<file path="src/rtl/core_pkg.sv">
// Shared types for the Selen core front end.
//   fetch_state_e : fetch sequencer state (FETCH, DISCARD)
//   RESET_PC_DEF  : default reset PC
//   fetch_entry_t : instruction buffer entry {inst, pc, pc_4}, 96 bits
package core_pkg;

    typedef enum logic [0:0] {
        FETCH   = 1'b0,
        DISCARD = 1'b1
    } fetch_state_e;

    localparam logic [31:0] RESET_PC_DEF = 32'h0000_0000;

    typedef struct packed {
        logic [31:0] inst;
        logic [31:0] pc;
        logic [31:0] pc_4;
    } fetch_entry_t;

endpackage

</file>
<file path="src/rtl/core_fetch_buf.sv">
// Synchronous instruction buffer for the fetch stage.
// Ports:
//   clk, rst    : clock, synchronous active-high reset
//   flush       : empty the buffer this cycle (wins over push/pop)
//   push        : write push_entry at the tail (ignored when full)
//   push_entry  : entry to write
//   pop         : advance the head (ignored when empty)
//   count       : number of valid entries
//   head        : head entry, all zeros when empty
//   empty       : no valid entries
module core_fetch_buf
    import core_pkg::*;
#(
    parameter int DEPTH = 2,
    localparam int PW = (DEPTH > 1) ? $clog2(DEPTH) : 1,
    localparam int CW = $clog2(DEPTH + 1)
) (
    input  logic          clk,
    input  logic          rst,
    input  logic          flush,
    input  logic          push,
    input  fetch_entry_t  push_entry,
    input  logic          pop,
    output logic [CW-1:0] count,
    output fetch_entry_t  head,
    output logic          empty
);

    fetch_entry_t  mem_q [DEPTH];
    logic [PW-1:0] wr_ptr;
    logic [PW-1:0] rd_ptr;
    logic          full;
    logic          push_ok;
    logic          pop_ok;

    assign empty   = (count == '0);
    assign full    = (count == CW'(DEPTH));
    assign push_ok = push & ~full;
    assign pop_ok  = pop & ~empty;

    // DEPTH is a power of two, so the pointers wrap by plain overflow.
    always_ff @(posedge clk) begin
        if (rst || flush) begin
            wr_ptr <= '0;
            rd_ptr <= '0;
            count  <= '0;
        end else begin
            if (push_ok) wr_ptr <= wr_ptr + 1'b1;
            if (pop_ok)  rd_ptr <= rd_ptr + 1'b1;
            case ({push_ok, pop_ok})
                2'b10:   count <= count + 1'b1;
                2'b01:   count <= count - 1'b1;
                default: count <= count;
            endcase
        end
    end

    // Storage needs no reset; validity is tracked by count.
    always_ff @(posedge clk) begin
        if (push_ok && !rst && !flush) mem_q[wr_ptr] <= push_entry;
    end

    assign head = empty ? '0 : mem_q[rd_ptr];

endmodule

</file>
<file path="src/rtl/core_fetch_s.sv">
// Instruction-fetch stage: holds the PC, requests words from IL1, buffers
// returned instructions with their PC and PC+4, and presents the head entry
// to decode. Redirects flush the buffer and drop any in-flight response.
// Ports:
//   clk, rst                       : clock, synchronous active-high reset
//   fetch_il1_req/addr             : word request to IL1
//   fetch_il1_ack/data             : IL1 response (data valid with ack)
//   fetch_redirect/_pc             : redirect strobe and target from execute
//   fetch_dec_enb                  : decode consumes the head entry
//   fetch_valid/inst/pc/pc_4       : head entry to decode
//   fetch_nop_gen                  : ~fetch_valid, for decode nop generation
module core_fetch_s
    import core_pkg::*;
#(
    parameter logic [31:0] RESET_PC  = RESET_PC_DEF,
    parameter int          BUF_DEPTH = 2
) (
    input  logic        clk,
    input  logic        rst,
    output logic        fetch_il1_req,
    output logic [31:0] fetch_il1_addr,
    input  logic        fetch_il1_ack,
    input  logic [31:0] fetch_il1_data,
    input  logic        fetch_redirect,
    input  logic [31:0] fetch_redirect_pc,
    input  logic        fetch_dec_enb,
    output logic        fetch_valid,
    output logic [31:0] fetch_inst,
    output logic [31:0] fetch_pc,
    output logic [31:0] fetch_pc_4,
    output logic        fetch_nop_gen
);

    localparam int CW = $clog2(BUF_DEPTH + 1);
    localparam logic [31:0] RST_PC = {RESET_PC[31:2], 2'b00};

    fetch_state_e  state_q, state_d;
    logic [31:0]   pc_q, pc_d;
    logic [31:0]   tgt_q, tgt_d;
    logic          run_q;
    logic [31:0]   redir_tgt;
    logic          ack_ok;
    logic          push;
    logic          pop;
    fetch_entry_t  push_entry;
    fetch_entry_t  head;
    logic [CW-1:0] buf_count;
    logic          buf_empty;
    logic          unused_bits;

    assign unused_bits = ^fetch_redirect_pc[1:0];
    assign redir_tgt   = {fetch_redirect_pc[31:2], 2'b00};

    // run_q keeps req low for the first cycle after reset so a late ack
    // from a request withdrawn by reset cannot be taken as a new response.
    // Once high, req can only fall on an ack: only acks fill the buffer.
    assign fetch_il1_req  = run_q & ((state_q == DISCARD) | (buf_count < CW'(BUF_DEPTH)));
    assign fetch_il1_addr = pc_q;    // pc is held in DISCARD, target lives in tgt
    assign ack_ok         = fetch_il1_ack & fetch_il1_req;

    assign push_entry = '{inst: fetch_il1_data, pc: pc_q, pc_4: pc_q + 32'd4};
    assign pop        = fetch_dec_enb & ~buf_empty & ~fetch_redirect;

    always_comb begin
        state_d = state_q;
        pc_d    = pc_q;
        tgt_d   = tgt_q;
        push    = 1'b0;
        case (state_q)
            FETCH: begin
                if (fetch_redirect) begin
                    if (fetch_il1_req && !ack_ok) begin
                        state_d = DISCARD;
                        tgt_d   = redir_tgt;
                    end else begin
                        pc_d = redir_tgt;
                    end
                end else if (ack_ok) begin
                    push = 1'b1;
                    pc_d = pc_q + 32'd4;
                end
            end
            DISCARD: begin
                if (ack_ok) begin
                    pc_d    = fetch_redirect ? redir_tgt : tgt_q;
                    state_d = FETCH;
                end else if (fetch_redirect) begin
                    tgt_d = redir_tgt;
                end
            end
            default: state_d = FETCH;
        endcase
    end

    always_ff @(posedge clk) begin
        if (rst) begin
            state_q <= FETCH;
            pc_q    <= RST_PC;
            tgt_q   <= RST_PC;
            run_q   <= 1'b0;
        end else begin
            state_q <= state_d;
            pc_q    <= pc_d;
            tgt_q   <= tgt_d;
            run_q   <= 1'b1;
        end
    end

    core_fetch_buf #(
        .DEPTH (BUF_DEPTH)
    ) u_buf (
        .clk        (clk),
        .rst        (rst),
        .flush      (fetch_redirect),
        .push       (push),
        .push_entry (push_entry),
        .pop        (pop),
        .count      (buf_count),
        .head       (head),
        .empty      (buf_empty)
    );

    assign fetch_valid   = ~buf_empty;
    assign fetch_nop_gen = buf_empty;
    assign fetch_inst    = head.inst;
    assign fetch_pc      = head.pc;
    assign fetch_pc_4    = head.pc_4;

endmodule
</file>
<file path="config.mk">
export PLATFORM = sky130hd
export DESIGN_NAME = core_fetch_s
export DESIGN_NICKNAME = d
export VERILOG_FILES = /design/src/rtl/core_pkg.sv /design/src/rtl/core_fetch_buf.sv /design/src/rtl/core_fetch_s.sv
export SDC_FILE = /design/constraint.sdc
export NUM_CORES = 1
export LEC_CHECK = 0
export ABC_CLOCK_PERIOD_IN_PS = 18300
export BUFFER_PORTS_ARGS = -buffer_cell sky130_fd_sc_hd__buf_2
export CAP_MARGIN = 0
export CORE_UTILIZATION = 53
export CTS_CLUSTER_DIAMETER = 150
export DETAILED_ROUTE_END_ITERATION = 10
export PLACE_DENSITY = 0.76
export SYNTH_ARGS = -nofsm -noshare
export SYNTH_HDL_FRONTEND = slang
export SYNTH_SLANG_ARGS = --single-unit
</file>
<file path="constraint.sdc">
create_clock -name clk -period 18.3 [get_ports clk]
set_clock_uncertainty 0.2 [all_clocks]
set_input_delay 5.49 -clock clk [delete_from_list [all_inputs] [get_ports clk]]
set_output_delay 5.49 -clock clk [all_outputs]
set_load 0.1 [all_outputs]
</file>
==> After elaboration in Yosys (flattened, before gate mapping) <==
Memory sizes are Yosys's and may differ from the RTL's. A register that Yosys moved wholly into a read port is not among the register bits.
Cells that the tools add are included.
{ "op_classes": {"add_sub_neg": 5, "eq_ne": 9, "bitwise": 11, "mux": 24, "reduce_logical": 11, "order_cmp": 1} }
{ "ops": {"columns": ["operator", "count"], "rows": [
  ["2-to-1 mux 32 bit", 8],
  ["one-hot mux 32 bit (2 select lines)", 2],
  ["2-to-1 mux 96 bit", 1],
  ["adder 32 x 3 -> 32 bit, second input constant", 1],
  ["2-to-1 mux 1 bit", 11],
  ["bitwise AND 1 bit", 6],
  ["!= test 2 bit, second input constant", 3],
  ["!= test 3 bit, second input constant", 2],
  ["AND reduction 3 bit", 2],
  ["equality test 2 bit, second input constant", 2],
  ["NOT 1 bit", 4],
  ["one-hot mux 2 bit (2 select lines)", 1],
  ["logical AND 1 bit", 3],
  ["logical NOT 1 bit", 3],
  ["adder 1 bit, second input constant", 2],
  ["adder 2 x 1 -> 2 bit, second input constant", 1],
  ["equality test 2 x 1 -> 1 bit, second input constant", 1],
  ["logical NOT 2 bit", 1],
  ["less-than comparator 2 bit, second input constant", 1],
  ["!= test 2 x 1 -> 1 bit, second input constant", 1],
  ["one-hot mux 1 bit (2 select lines)", 1],
  ["nonzero test 2 bit", 1],
  ["subtractor 2 x 1 -> 2 bit, second input constant", 1],
  ["logical OR 1 bit", 1],
  ["bitwise OR 1 bit", 1]
]} }
{ "word_totals": {"ff_bits": 70, "inputBits": 69, "ram_bits": 192, "wordCells": 69, "mem_count": 1, "output_inout_bits": 131} }
{ "memory_table": {"columns": ["memory", "words", "word_bits", "rd", "rd_ports_with_merged_regs", "wr", "line_no", "text"], "rows": [
  ["u_buf.mem_q", 2, 96, 1, 1, 1, "core_fetch_buf.sv:29", "fetch_entry_t mem_q [DEPTH];"]
]} }

==> Longest topological paths before layout <==
Gate-level depths: netlist of run 1.
{ "logic_depth": {"word_depth": 12, "depth_mapped": 9, "mapped_depth_nobuf": 8} }

==> By module <==
A second synthesis of run 1 with hierarchy kept.
{ "hier_totals": {"cells_unflattened": 965, "area_unflattened_um2": 11433.5} }
{ "by_module_without_submodules": {"columns": ["module", "cells_per_inst", "area_per_inst_um2", "n_inst", "seq_area_each_um2"], "rows": [
  ["core_fetch_buf", 434, 7434.6, 1, 5865.6],
  ["core_fetch_s", 531, 3998.8, 1, 1321.3]
]} }

==> Worst setup path before layout of run 1 <==
OpenSTA, ideal clock, no wires.
{ "synth_timing": {"kind": "in2reg", "startpoint": "input port rst", "endpoint": "memory u_buf.mem_q[1][10] (netlist name) (enable)", "required_ns": 17.419, "n_path_buf": 2, "slack_ns": 4.643, "cell_stages": 3, "arrival_time_ns": 12.775, "setup_ns": 0.681, "cell_sequence": "clkbuf_1 -> buf_1 -> nor3b_1"} }
{ "synth_between": {"elab_chain_cells": 5} }
{ "synth_rtl": {"columns": ["item", "line_no", "text"], "rows": [
  ["start, declared", "core_fetch_s.sv:19", "input logic rst,"],
  ["logical NOT 1 bit", "core_fetch_buf.sv:60", "if (push_ok && !rst && !flush) mem_q[wr_ptr] <= push_entry;"],
  ["logical AND 1 bit (2 in a row)", "core_fetch_buf.sv:60", null],
  ["2-to-1 mux 1 bit", "core_fetch_buf.sv:60", null],
  ["2-to-1 mux 1 bit (implied by the code)", "core_fetch_buf.sv:60", null],
  ["end, declared", "core_fetch_buf.sv:29", null]
]} }
Every way passes these cells.

==> impl_metrics.ini, run 1 <==
[run_status]
status = complete, no violations

[detailed_routing]
dr.pass1.iters = 5
wl_per_cell_um = 18.1
routed_via_density = 5.64
vias = 7883
drc = 0
ant_nets = 0
drtIter0Drc = 530
finalWirelength_um = 25300

[synth]
synthXorXnorAreaFrac_pct = 2.49
synthArstFlopShare_pct = 0
synth_edf_count = 188
synth_area_um2 = 11300
synth_seq_area_share_pct = 62.7
synth_seq_cells = 259
yosys_most_used_dff = edfxtp_1
synthAdderAreaFrac_pct = 0.222
syn_nets = 1032
synthSimpleGateAreaFrac_pct = 12.3
syn_area_per_cell_um2 = 11.7
netlist.area_leader.share_pct = 50.1
synth_area_leaders = edfxtp_1, dfxtp_1, mux2i_1
synth_mux_area_share_pct = 8.62
synth_top_cell_by_area = edfxtp_1
synth-compound-area-share_pct = 8.88
ys_warn_count = 0
syn_inst = 961
synth_top_family_by_area = simple AND/OR/NAND/NOR gates
ys_types = 61

[power]
p_leak_nw = 4.76
power_mw = 1.30
ir_drop_mv = 0.0714
power_density_nw_per_um2 = 99.4

[setup_path]
cp_data_arrival_time_ns = 3.07
critical_path_class = reg -> out
regToRegSetupSlack_ns = 15.04
crit_path_start_kind = flop
crit_required_ns = 12.61
worst_setup_path_end_kind = primary output
cp_slowest_cell = buf_4
critPathMaxStageDelay_ns = 0.83
crit_chain = buf_4 > mux2i_1 > nor2_1 > buf_2
r2r_cells = 5
crit_path_max_fanout = 55

[clock_tree]
post_cts_resize_count = 0
numClockSinks = 259
cts_inserted_buffers = 26
cts_setup_buffers = 0
cts.path.max_buffers = 3
htree_levels = 1
clk_latency_ns = 0.53
root_buffer = clkbuf_16
postCtsHoldBufs = 0
path_clk_slew_ns = 0.06
cts_tree = yes

[floorplan]
die_w_um = 148
coreArea_um2 = 20600
core.rowCount = 52
die_area_um2 = 21800
initial_utilization_pct = 54.8
ios = 200
die_h_um = 148

[job]
cap_violations = 0

[grt]
grt_use_total_pct = 23.1
grt.overflow.total = 0
grt_pass1_wl_um = 39500
grt_pass1_vias = 7469
antenna_found_initial = 2
grt_max_degree = 65

[timing]
setup_viol = 0
fin_tns_setup_ns = 0
slew_headroom_pct = 36.7
holdWs_ns = 0.253
hold_viol = 0
rsz0062_at_grt = false
finalCritPeriodShare_pct = 47.9
slew_viol_final = 0
fin_crit_ns = 8.76
clock.fmax_mhz = 114
worstMarginPinSlew_ns = 0.949

[place]
dpl.hpwl_um = 16100
port-buffer-count = 197
gp_congestion = 0.834

[final_layout]
syn2layout_area_growth_pct = 15.9
fill_cells = 1622
post_route_cells_drive_above_1_share_pct = 23.5
fin_nets = 1176

[min_path]
whs_path_depth = 2
hp-class = reg -> reg
## critical path, delay by kind of cell (launching register included)
family | cells | cell delay, ns
buffers and inverters | 2 | 1.29
DFF | 1 | 0.82
muxes | 1 | 0.18
and+or+nand+nor | 1 | 0.18
## per-layer routing
layer,wire (µm),track usage (%),share of wire (%)
met4,530,6.96,2.1
met1,10600,30.6,42
met5,0,0,0
met2,12300,38.7,49
met3,1920,4.20,7.6
## kinds of logic after synthesis
family,Yosys count
AOI/OAI and AO/OA,157
and+or+nand+nor,305
adders and majority gates,2
DFF,259
buffers and inverters,109
xor gates and xnor gates,32
muxes,97
## metrics by stage
| stage | setup WS [ns] | utilization [%] | cells | instance area (µm²) |
|---|---|---|---|---|
| final | 9.54 | 63.5 | 1398 | 13100 |
| after global routing | 9.33 | 63.5 | 1396 | 13100 |
| after floorplan | 4.64 | - | 961 | 11300 |
| after global placement | 9.78 | 59.6 | 1347 | 12200 |
| after detailed placement | 9.74 | 59.6 | 1347 | 12200 |
| after CTS | 9.47 | 63.5 | 1395 | 13000 |
## power by group
group | total (mW) | switching (mW) | leakage, nW | internal [mW]
sequential | 0.660 | 0.0157 | 2.31 | 0.644
clock | 0.499 | 0.210 | 0.392 | 0.289
combinational | 0.139 | 0.108 | 2.06 | 0.0316
total | 1.30 | 0.333 | 4.76 | 0.965
## area by class of cell
cell class,count,area (µm²),share of cell area [%]
Multi-Input combinational cell,593,3690,28.3
Sequential cell,259,7070,54.2
Antenna cell,3,7.51,0.0575
Clock inverter,10,73.8,0.565
Inverter,13,50.0,0.383
Tap cell,270,338,2.59
Timing Repair Buffer,212,1100,8.41
Clock buffer,38,727,5.57
## synthesized netlist by cell type, types with 3 or more instances
cell / n
edfxtp_1: 188
nor2_1: 122
nand2_1: 104
mux2i_1: 97
dfxtp_1: 71
a21oi_1: 60
clkbuf_1: 51
buf_4: 34
o21ai_0: 27
xnor2_1: 22
nand3_1: 17
a31oi_1: 11
inv_1: 11
o211ai_1: 11
buf_1: 10
xor2_1: 10
and3_1: 9
nand4_1: 9
nor3_1: 9
o32ai_1: 8
o21a_1: 6
o31a_1: 6
nor4_1: 5
a2bb2oi_1: 4
nand2b_1: 4
nor2b_1: 4
a21o_1: 3
a221oi_1: 3
or3_1: 3
## worst paths after layout
path | start | endpoint
max | flop | fetch_inst[11]
max reg2reg | run_q$_DFF_P_ | u_buf.mem_q[1][28]$_DFFE_PP_
min | tgt_q[24]$_SDFFE_PP0P_ | tgt_q[24]$_SDFFE_PP0P_
min reg2reg | tgt_q[24]$_SDFFE_PP0P_ | tgt_q[24]$_SDFFE_PP0P_
## sequential cells by signal (all words and copies together) (netlist names), named ones only
register	flops
tgt_q	32
u_buf.count	2
run_q	1
u_buf.mem_q	188
state_q	1
u_buf.wr_ptr	1
fetch_il1_addr	32
u_buf.rd_ptr	1
## placed cells by master (no fill, tap or decap), types with 15 or more instances in the layout
master	n
buf_2	197
edfxtp_1	188
nor2_1	122
nand2_1	104
mux2i_1	97
dfxtp_1	70
a21oi_1	59
o21ai_0	27
clkbuf_16	27
xnor2_1	22
nand3_1	17
buf_4	15
Power figures use the tool's default switching activity.
==> inputs of run 2 (changes only) <==
- ABC_AREA: not set -> 1
- ABC_CLOCK_PERIOD_IN_PS: 18300 -> 8300
- clock period: 18.3 -> 8.3 ns (I/O delays scaled with it)
==> impl_metrics.ini, run 2 <==
[place]
port-buffer-count = 197
gp_congestion = 0.866
pre_cts_ws_ns = 3.09
dpl.hpwl_um = 16200

[grt]
grt_pass1_vias = 7557
grt_use_total_pct = 23.3
grt_pass1_wl_um = 39700
grt_max_degree = 95
antenna_found_initial = 0
grt.overflow.total = 0

[synth]
ys_types = 31
syn_area_per_cell_um2 = 9.91
synthArstFlopShare_pct = 0
ys_warn_count = 0
synth_area_um2 = 11100
syn_inst = 1125
synth_seq_cells = 259
synth_most_common_cell = nand2_1
synth_common_cells = nand2_1, edfxtp_1, a21oi_1
synth_area_leaders = edfxtp_1, dfxtp_1, nand2_1
syn_nets = 1196
synth_seq_area_share_pct = 63.4
synth_top_cell_by_area = edfxtp_1
synth_edf_count = 188
yosys_most_used_dff = edfxtp_1
netlist.area_leader.share_pct = 50.6

[setup_path]
crit_path_start_kind = flop
regToRegSetupSlack_ns = 5.16
reg2reg_from = state_q$_SDFF_PP0_
cp_data_arrival_time_ns = 2.90
cp_slowest_cell = buf_4
crit_path_max_fanout = 64
worst_setup_path_end_kind = primary output
critical_path_class = reg -> out
crit_chain = nor2_4 > buf_4 > buf_2
critPathMaxStageDelay_ns = 0.71
crit_required_ns = 5.61
r2r_end = u_buf.mem_q[1][82]$_DFFE_PP_
r2r_cells = 7

[min_path]
min_to = tgt_q[27]$_SDFFE_PP0P_
hp-class = reg -> reg
whs_path_depth = 2
min_from = tgt_q[27]$_SDFFE_PP0P_

[clock_tree]
cts_inserted_buffers = 27
root_buffer = clkbuf_16
htree_levels = 1
post_cts_resize_count = 0
path_clk_slew_ns = 0.06
numClockSinks = 259
cts_setup_buffers = 0
cts.path.max_buffers = 3
clk_latency_ns = 0.53
postCtsHoldBufs = 0
cts_tree = yes

[final_layout]
fill_cells = 1687
syn2layout_area_growth_pct = 15.9
final_common_cell = nand2_1
final_cell_mix = nand2_1, buf_2, edfxtp_1
fin_nets = 1337
multi_input_area_um2 = 3380
largest_reg_flops = 188
diodes = 0
post_route_cells_drive_above_1_share_pct = 22.0
regMostFlops = u_buf.mem_q
regArea_um2 = 7070

[detailed_routing]
vias = 8250
dr.pass1.iters = 5
ant_nets = 0
drc = 0
routed_via_density = 5.30
drtIter0Drc = 653
wl_per_cell_um = 16.5
finalWirelength_um = 25700

[timing]
worstMarginPinSlew_ns = 1.07
slew_headroom_pct = 28.6
fin_crit_ns = 5.59
hold_viol = 0
setup_viol = 0
fin_tns_setup_ns = 0
rsz0062_at_grt = false
clock.fmax_mhz = 179
fin_ws_ns = 2.71
finalCritPeriodShare_pct = 67.4
slew_viol_final = 0

[floorplan]
die_w_um = 147
initial_utilization_pct = 54.6
ios = 200
coreArea_um2 = 20400
die_h_um = 147
die_area_um2 = 21600
core.rowCount = 52

[power]
p_leak_nw = 5.16
power_mw = 2.95
ir_drop_mv = 0.131
power_density_nw_per_um2 = 229

[run_status]
status = complete, no violations

[job]
cap_violations = 0
run 2: cell types whose count changed after synthesis, moves of 11 or more:
cell      previous run  this run
xnor2_1             22         6
a31oi_1             11         0
nand2_1            104       327
o21ai_0             27        83
buf_2                1        19
nor2_1             122        52
mux2i_1             97         0
a21oi_1             60       167
inv_1               11        60
clkbuf_1            51        26
o211ai_1            11         0
run 2: worst max path at each step:
stage                                           start                           end  slack (ns)  cells after the start
after floorplan                         fetch_il1_ack  u_buf.mem_q[1][10]$_DFFE_PP_        0.77                      4
after global placement                 fetch_redirect  u_buf.mem_q[1][32]$_DFFE_PP_        3.09                      5
after detailed placement               fetch_redirect  u_buf.mem_q[1][33]$_DFFE_PP_        3.09                      5
after CTS                 u_buf.count[1]$_SDFFE_PP0P_                 fetch_nop_gen        2.66                      3
after global routing      u_buf.count[1]$_SDFFE_PP0P_                 fetch_nop_gen        2.56                      3
final                     u_buf.count[1]$_SDFFE_PP0P_                 fetch_nop_gen        2.71                      3
run 2: layout make-up:
class | count | share of cell area [%]
clock buffers | 35 | 5.54
clock inverters | 14 | 1.12
inverters | 63 | 1.84
multi-input cells | 711 | 26.1
flip-flops and latches | 259 | 54.7
well taps | 270 | 2.61
repair buffers | 204 | 8.04
run 2: worst max-delay path: cells and delay by family (launching register included):
kind                   cells  cell delay (ns)
AND/OR/NAND/NOR            1             0.69
buffers and inverters      2             1.26
flip-flops                 1             0.38
run 2: cell families (layout without fill, tap and decap cells):
logic type,count (synthesis),count (layout),synth area share (%)
AND/OR/NAND/NOR,429,429,16.0
AO/OA/AOI/OAI,263,263,12.0
flip-flops,259,259,63.4
buffers and inverters,155,316,6.58
XOR/XNOR,17,17,1.81
adder cells (fa/ha/maj),2,2,0.224
run 2: per-layer routing:
metal	track usage [%]	routed length [µm]	vias to the layer above
li1	-	-	4028
met2	36.1	11600	326
met1	34.3	11600	3868
met4	5.36	382	0
met3	4.04	2200	28
met5	0	0	-
run 2: where the power goes:
part / leakage, nW / internal, mW / switching (mW) / total (mW)
combinational: 2.43 / 0.0601 / 0.252 / 0.312
clock: 0.417 / 0.699 / 0.478 / 1.18
sequential: 2.31 / 1.43 / 0.0375 / 1.47
run 2: through the flow:
stage / hold WS, ns / area (µm²) / util [%] / std cells
6_report: 0.247 / 12900 / 63.2 / 1556
3_3_place_gp: 0.232 / 12100 / 59.0 / 1507
2_1_floorplan: 0.225 / 11200 / - / 1125
5_1_grt: 0.268 / 12900 / 63.2 / 1556
3_5_place_dp: 0.238 / 12100 / 59.0 / 1507
4_1_cts: 0.247 / 12900 / 63.2 / 1556
